===== config.mk =====
export PLATFORM = sky130hd
export DESIGN_NAME = reorder_buffer_n
export DESIGN_NICKNAME = d
export VERILOG_FILES = /design/src/rtl/reorder_buffer_n_pkg.sv /design/src/rtl/reorder_buffer_n.sv
export SDC_FILE = /design/constraint.sdc
export NUM_CORES = 2
export LEC_CHECK = 0
export BUFFER_PORTS_ARGS = -buffer_cell sky130_fd_sc_hd__buf_2
export CAP_MARGIN = 20
export CORE_MARGIN = 2
export CORE_UTILIZATION = 35
export CTS_CLUSTER_SIZE = 20
export DETAILED_ROUTE_END_ITERATION = 10
export HOLD_SLACK_MARGIN = 0.02
export SLEW_MARGIN = 20
export SYNTH_ARGS = -nofsm -noshare
export SYNTH_HDL_FRONTEND = slang
export SYNTH_SLANG_ARGS = --single-unit

===== constraint.sdc =====
create_clock -name clk -period 6.3 [get_ports clk]
set_clock_uncertainty 0.2 [all_clocks]
set_input_delay 0.315 -clock clk [delete_from_list [all_inputs] [get_ports clk]]
set_output_delay 0.315 -clock clk [all_outputs]
set_load 0.02 [all_outputs]

===== src/rtl/reorder_buffer_n_pkg.sv =====
`default_nettype none
// ============================================================================
// Module   : reorder_buffer_n_pkg
// Desc     : Shared widths, entry/retire record types and helpers for the ROB.
// Revision : 1.0 - initial release
// ============================================================================
package reorder_buffer_n_pkg;

    parameter int ROB_SIZE_BITS = 4;
    parameter int PREG_BITS     = 6;

    typedef struct packed {
        logic                 valid;
        logic                 done;
        logic                 has_dest;
        logic [PREG_BITS-1:0] dest_preg;
        logic [PREG_BITS-1:0] dest_old_preg;
        logic [31:0]          pc;
    } robEntryStruct;

    typedef struct packed {
        logic                 valid;
        logic [PREG_BITS-1:0] dest_preg;
        logic [PREG_BITS-1:0] dest_old_preg;
        logic                 has_dest;
        logic [31:0]          pc;
    } robRetireStruct;

    function automatic int unsigned f_popcount(input logic [31:0] v);
        int unsigned n;
        n = 0;
        for (int i = 0; i < 32; i++) begin
            n = n + 32'(v[i]);
        end
        return n;
    endfunction

endpackage
`default_nettype wire


===== src/rtl/reorder_buffer_n.sv =====
`default_nettype none
// ============================================================================
// Module   : reorder_buffer_n
// Desc     : Circular in-order-retire reorder buffer, multi-lane dispatch,
//            multi-port completion and multi-lane retire with full flush.
// Revision : 1.0 - initial release
// ============================================================================
module reorder_buffer_n #(
    parameter int ROB_SIZE_BITS = reorder_buffer_n_pkg::ROB_SIZE_BITS,
    parameter int DISP_W        = 2,
    parameter int RET_W         = 2,
    parameter int CMPL_W        = 3,
    parameter int PREG_BITS     = reorder_buffer_n_pkg::PREG_BITS
) (
    input  logic                            clk,
    input  logic                            reset,
    input  logic [DISP_W-1:0]               disp_valid,
    input  logic [DISP_W*PREG_BITS-1:0]     disp_dest_preg,
    input  logic [DISP_W*PREG_BITS-1:0]     disp_dest_old_preg,
    input  logic [DISP_W-1:0]               disp_has_dest,
    input  logic [DISP_W*32-1:0]            disp_pc,
    output logic                            disp_ready,
    output logic [DISP_W*ROB_SIZE_BITS-1:0] disp_rob_num,
    input  logic [CMPL_W-1:0]               cmpl_valid,
    input  logic [CMPL_W*ROB_SIZE_BITS-1:0] cmpl_rob_num,
    input  logic                            flush,
    output logic [RET_W-1:0]                ret_valid,
    output logic [RET_W*PREG_BITS-1:0]      ret_dest_preg,
    output logic [RET_W*PREG_BITS-1:0]      ret_dest_old_preg,
    output logic [RET_W-1:0]                ret_has_dest,
    output logic [RET_W*32-1:0]             ret_pc,
    output logic [ROB_SIZE_BITS:0]          count,
    output logic                            empty,
    output logic                            full
);
    import reorder_buffer_n_pkg::*;

    localparam int                   C_DEPTH_N = 1 << ROB_SIZE_BITS;
    localparam int                   C_CNT_W   = ROB_SIZE_BITS + 1;
    localparam logic [C_CNT_W-1:0]   C_DEPTH   = C_CNT_W'(C_DEPTH_N);

    logic [C_DEPTH_N-1:0]     valid_q;
    logic [C_DEPTH_N-1:0]     done_q;
    logic [C_DEPTH_N-1:0]     has_dest_q;
    logic [PREG_BITS-1:0]     dest_preg_q     [C_DEPTH_N];
    logic [PREG_BITS-1:0]     dest_old_preg_q [C_DEPTH_N];
    logic [31:0]              pc_q            [C_DEPTH_N];

    logic [ROB_SIZE_BITS-1:0] head_q, head_d;
    logic [ROB_SIZE_BITS-1:0] tail_q, tail_d;
    logic [C_CNT_W-1:0]       count_q, count_d;
    logic [C_CNT_W-1:0]       w_n_disp, w_n_ret;

    // Space check ignores same-cycle retires so accept depends only on state.
    assign disp_ready = (C_DEPTH - count_q) >= C_CNT_W'(DISP_W);
    assign count      = count_q;
    assign empty      = (count_q == '0);
    assign full       = (count_q == C_DEPTH);

    for (genvar i = 0; i < DISP_W; i++) begin : g_disp_tag
        assign disp_rob_num[i*ROB_SIZE_BITS +: ROB_SIZE_BITS] = tail_q + ROB_SIZE_BITS'(i);
    end

    for (genvar j = 0; j < RET_W; j++) begin : g_ret
        logic [ROB_SIZE_BITS-1:0] w_idx;
        logic                     w_ok;

        assign w_idx = head_q + ROB_SIZE_BITS'(j);

        // Lane j retires only if every entry from head through head+j is done.
        always_comb begin
            w_ok = count_q > C_CNT_W'(j);
            for (int k = 0; k <= j; k++) begin
                w_ok = w_ok & valid_q[head_q + ROB_SIZE_BITS'(k)]
                            & done_q[head_q + ROB_SIZE_BITS'(k)];
            end
        end

        assign ret_valid[j] = w_ok & ~flush;
        assign ret_dest_preg[j*PREG_BITS +: PREG_BITS]     = ret_valid[j] ? dest_preg_q[w_idx]     : '0;
        assign ret_dest_old_preg[j*PREG_BITS +: PREG_BITS] = ret_valid[j] ? dest_old_preg_q[w_idx] : '0;
        assign ret_has_dest[j]                             = ret_valid[j] & has_dest_q[w_idx];
        assign ret_pc[j*32 +: 32]                          = ret_valid[j] ? pc_q[w_idx]            : '0;
    end

    always_comb begin
        w_n_ret  = C_CNT_W'(f_popcount(32'(ret_valid)));
        w_n_disp = disp_ready ? C_CNT_W'(f_popcount(32'(disp_valid))) : '0;
        head_d   = head_q + ROB_SIZE_BITS'(w_n_ret);
        tail_d   = tail_q + ROB_SIZE_BITS'(w_n_disp);
        count_d  = count_q + w_n_disp - w_n_ret;
    end

    always_ff @(posedge clk) begin
        if (reset || flush) begin
            valid_q <= '0;
            done_q  <= '0;
            head_q  <= '0;
            tail_q  <= '0;
            count_q <= '0;
        end else begin
            for (int p = 0; p < CMPL_W; p++) begin
                if (cmpl_valid[p] && valid_q[cmpl_rob_num[p*ROB_SIZE_BITS +: ROB_SIZE_BITS]]) begin
                    done_q[cmpl_rob_num[p*ROB_SIZE_BITS +: ROB_SIZE_BITS]] <= 1'b1;
                end
            end
            for (int j = 0; j < RET_W; j++) begin
                if (ret_valid[j]) begin
                    valid_q[head_q + ROB_SIZE_BITS'(j)] <= 1'b0;
                    done_q[head_q + ROB_SIZE_BITS'(j)]  <= 1'b0;
                end
            end
            // Slots tail..tail+DISP_W-1 are free whenever disp_ready is high.
            if (disp_ready) begin
                for (int i = 0; i < DISP_W; i++) begin
                    if (disp_valid[i]) begin
                        valid_q[tail_q + ROB_SIZE_BITS'(i)]         <= 1'b1;
                        done_q[tail_q + ROB_SIZE_BITS'(i)]          <= 1'b0;
                        has_dest_q[tail_q + ROB_SIZE_BITS'(i)]      <= disp_has_dest[i];
                        dest_preg_q[tail_q + ROB_SIZE_BITS'(i)]     <= disp_dest_preg[i*PREG_BITS +: PREG_BITS];
                        dest_old_preg_q[tail_q + ROB_SIZE_BITS'(i)] <= disp_dest_old_preg[i*PREG_BITS +: PREG_BITS];
                        pc_q[tail_q + ROB_SIZE_BITS'(i)]            <= disp_pc[i*32 +: 32];
                    end
                end
            end
            head_q  <= head_d;
            tail_q  <= tail_d;
            count_q <= count_d;
        end
    end

endmodule
`default_nettype wire


==> flow_metrics.py <==
metrics = {
    "placement": {
        "place_congestion": 0.886,
        "dpl-instance-area_um2": 49200,
        "port_buffers": 217,
        "post-dp-hpwl_um": 86400,
    },
    "power_and_ir_drop": {
        "power_frac_seq": 0.470,
        "combPwrFrac": 0.109,
        "leakagePower_nw": 17.9,
        "p_int_mw": 9.15,
        "power.switching_mw": 3.06,
        "powerDensity_nw_per_um2": 228,
        "vdd_drop_max_uv": 183,
        "power_frac_clock": 0.421,
        "switching_share": 0.251,
    },
    "floorplanning": {
        "core_area_um2": 132000,
        "die_w_um": 369,
        "io_pins": 218,
        "die_area_um2": 136000,
        "die_h_um": 369,
        "rows": 133,
        "start_util": 0.354,
    },
    "cts": {
        "cts_tree": "done",
        "htreeDepth": 3,
        "cts_hold_buf": 144,
        "clock_latency_ns": 0.68,
        "cts-root-buf": "clkbuf_16",
        "cts_buffer_depth": 3,
        "numCtsBuffers": 87,
        "cts_resized": 0,
        "clk_pin_slew_ns": 0.06,
        "cts_sinks": 765,
        "cts_setup_buffers": 0,
    },
    "logic_synthesis": {
        "postSynthCellCount": 2979,
        "yosysSeqAreaShare": 0.483,
        "ys_top_cells_by_area": "edfxtp_1, mux4_2, mux2_2",
        "syn_nets": 3126,
        "ys_ff_latch": 765,
        "async_flop_share": 0,
        "ys.flop_type": "edfxtp_1",
        "synth_top_area_share": 0.464,
        "synth_edf_count": 720,
        "yosysUniqueCellTypes": 77,
        "syn_area_um2": 46600,
        "yosys.cell_count.top_type": "edfxtp_1",
        "syn_avg_cell_area_um2": 15.6,
        "yosys-top-cells-count": "edfxtp_1, mux2_2, mux4_2",
        "ys.warnings.count": 0,
        "synth_top_area_cell": "edfxtp_1",
    },
    "routing": {
        "first_iter_violations": 3792,
        "antenna_left": 0,
        "detail_route.wl_per_cell_um": 31.2,
        "routed_wirelength_um": 157000,
        "num_vias": 30600,
        "vias_per_cell": 6.09,
        "drc": 0,
        "first_pass_iters": 5,
    },
    "global_routing": {
        "grt_max_degree": 134,
        "grt-ovfl-total": 0,
        "grt_pass1_vias": 30200,
        "antenna_found_initial": 16,
        "grt_pass1_wl_um": 224000,
        "grt_usage": 0.227,
    },
    "worst_setup_path": {
        "cp.required_ns": 5.78,
        "end_kind": "primary output",
        "worst-setup-path-type": "flip-flop to primary output",
        "critPathLaunchType": "flip-flop",
        "arrival_ns": 5.22,
        "crit_fanout": 35,
    },
    "timing": {
        "tns_ns": 0,
        "rsz0062_at_grt": "no",
        "finalMaxSlewViolations": 0,
        "max-slew-margin-rel": 0.247,
        "hold_viol": 0,
        "max_freq_ghz": 0.174,
        "period_needed_ns": 5.74,
        "setup_violations": 0,
        "fin_crit_sh": 0.911,
        "tightest_slew_ns": 1.13,
    },
    "outcome": {
        "status": "finished, final reports clean",
    },
    "cells_and_area": {
        "layout-drive-gt1-share": 0.495,
        "nets": 3338,
        "fin_area_um2": 53500,
        "synthToLayoutAreaGrowth_pct": 14.8,
    },
    "flow_run": {
        "maxCapViolations": 0,
    },
    "min_path": {
        "hp-class": "input pin to flip-flop",
    },
}
==> power by group through the flow <==
stage | registers, mW | logic, mW | clock network [mW]
after detailed placement | 5.84 | 1.22 | 0
after global placement | 5.84 | 1.21 | 0
final | 5.74 | 1.33 | 5.15
after CTS | 5.74 | 1.31 | 5.21
after global routing | 5.75 | 1.41 | 5.40
after floorplan | 5.84 | 0.763 | 0
==> cells in the final DEF (no fill, tap or decap), drive strengths merged, types with 7 or more instances in the layout <==
master       count
a211oi          45
a21o             7
a21oi           36
a31o            12
a31oi           10
and2            15
and3            99
buf            290
bufinv           8
clkbuf         107
clkinv          36
dfxtp           45
dlygate4sd3    144
edfxtp         720
ha              35
inv             31
mux2           705
mux2i           64
mux4           418
nand2          171
nand2b           8
nand3           17
nand4           16
nor2            65
nor3            12
nor3b            9
o21ai           26
o22ai            8
or2              9
xor2             7
==> metrics by stage <==
stage	std cells	total power [mW]	utilization	setup WS (ns)	hold slack (ns)
after floorplan	2979	6.60	-	1.21	0.262
after CTS	5015	12.3	0.406	0.580	0.0265
after detailed placement	4713	7.06	0.374	1.33	0.320
after global placement	4713	7.05	0.374	1.36	0.321
after global routing	5015	12.6	0.406	0.457	0.0814
final	5018	12.2	0.406	0.563	0.0726
==> worst max-delay path: stages (launching register included) <==
cell and delay [ns]:
dfxtp_4 0.66, inv_1 0.20, ha_4 0.68, mux4_2 0.60
or4_1 0.48, nand4_4 0.14, buf_4 0.48, buf_4 0.71
a211oi_1 0.31, buf_2 0.26
==> layer usage <==
metal,wire length [um],up-vias,GRT usage
met1,64300,16200,0.316
met3,14500,258,0.0432
met2,73100,1574,0.357
met5,122,-,0
met4,4640,18,0.0700
li1,-,12500,-
==> layout make-up <==
cell class                 count  area [um^2]
antenna                        3         7.51
clock buffer                 107         2320
clock inverter                51          502
fill                       12200        78300
inverter                      28          105
multi-input combinational   1875        22700
sequential                   765        22500
tap                         1755         2200
timing repair buffer         434         3150
==> worst paths after layout <==
path                            slack [ns]  depth (start not counted)            start                     end
worst min register to register        0.34                          1       valid_q[3]              valid_q[3]
worst max-delay path                  0.56                          9        head_q[1]   ret_dest_old_preg[11]
worst max register to register        0.92                         12         count[1]  dest_old_preg_q[15][2]
worst min-delay path                  0.07                          4  cmpl_rob_num[9]               done_q[6]
==> flip-flops by register name (all words and copies together) (netlist names) <==
name / count
done_q: 16
dest_old_preg_q: 96
tail_q: 4
count: 5
pc_q: 512
head_q: 4
has_dest_q: 16
valid_q: 16
dest_preg_q: 96
==> cell families (layout without fill, tap and decap cells) <==
family,count (synthesis),after routing,share of synthesized area
mux,1187,1187,0.386
flops,765,765,0.483
simple gates,454,454,0.0510
buf+inv,339,620,0.0350
compound gates,185,185,0.0320
fa+ha+maj,37,37,0.0103
xor+xnor,12,12,0.00226
other cells,0,3,0
(Power assumes the default switching activity.)
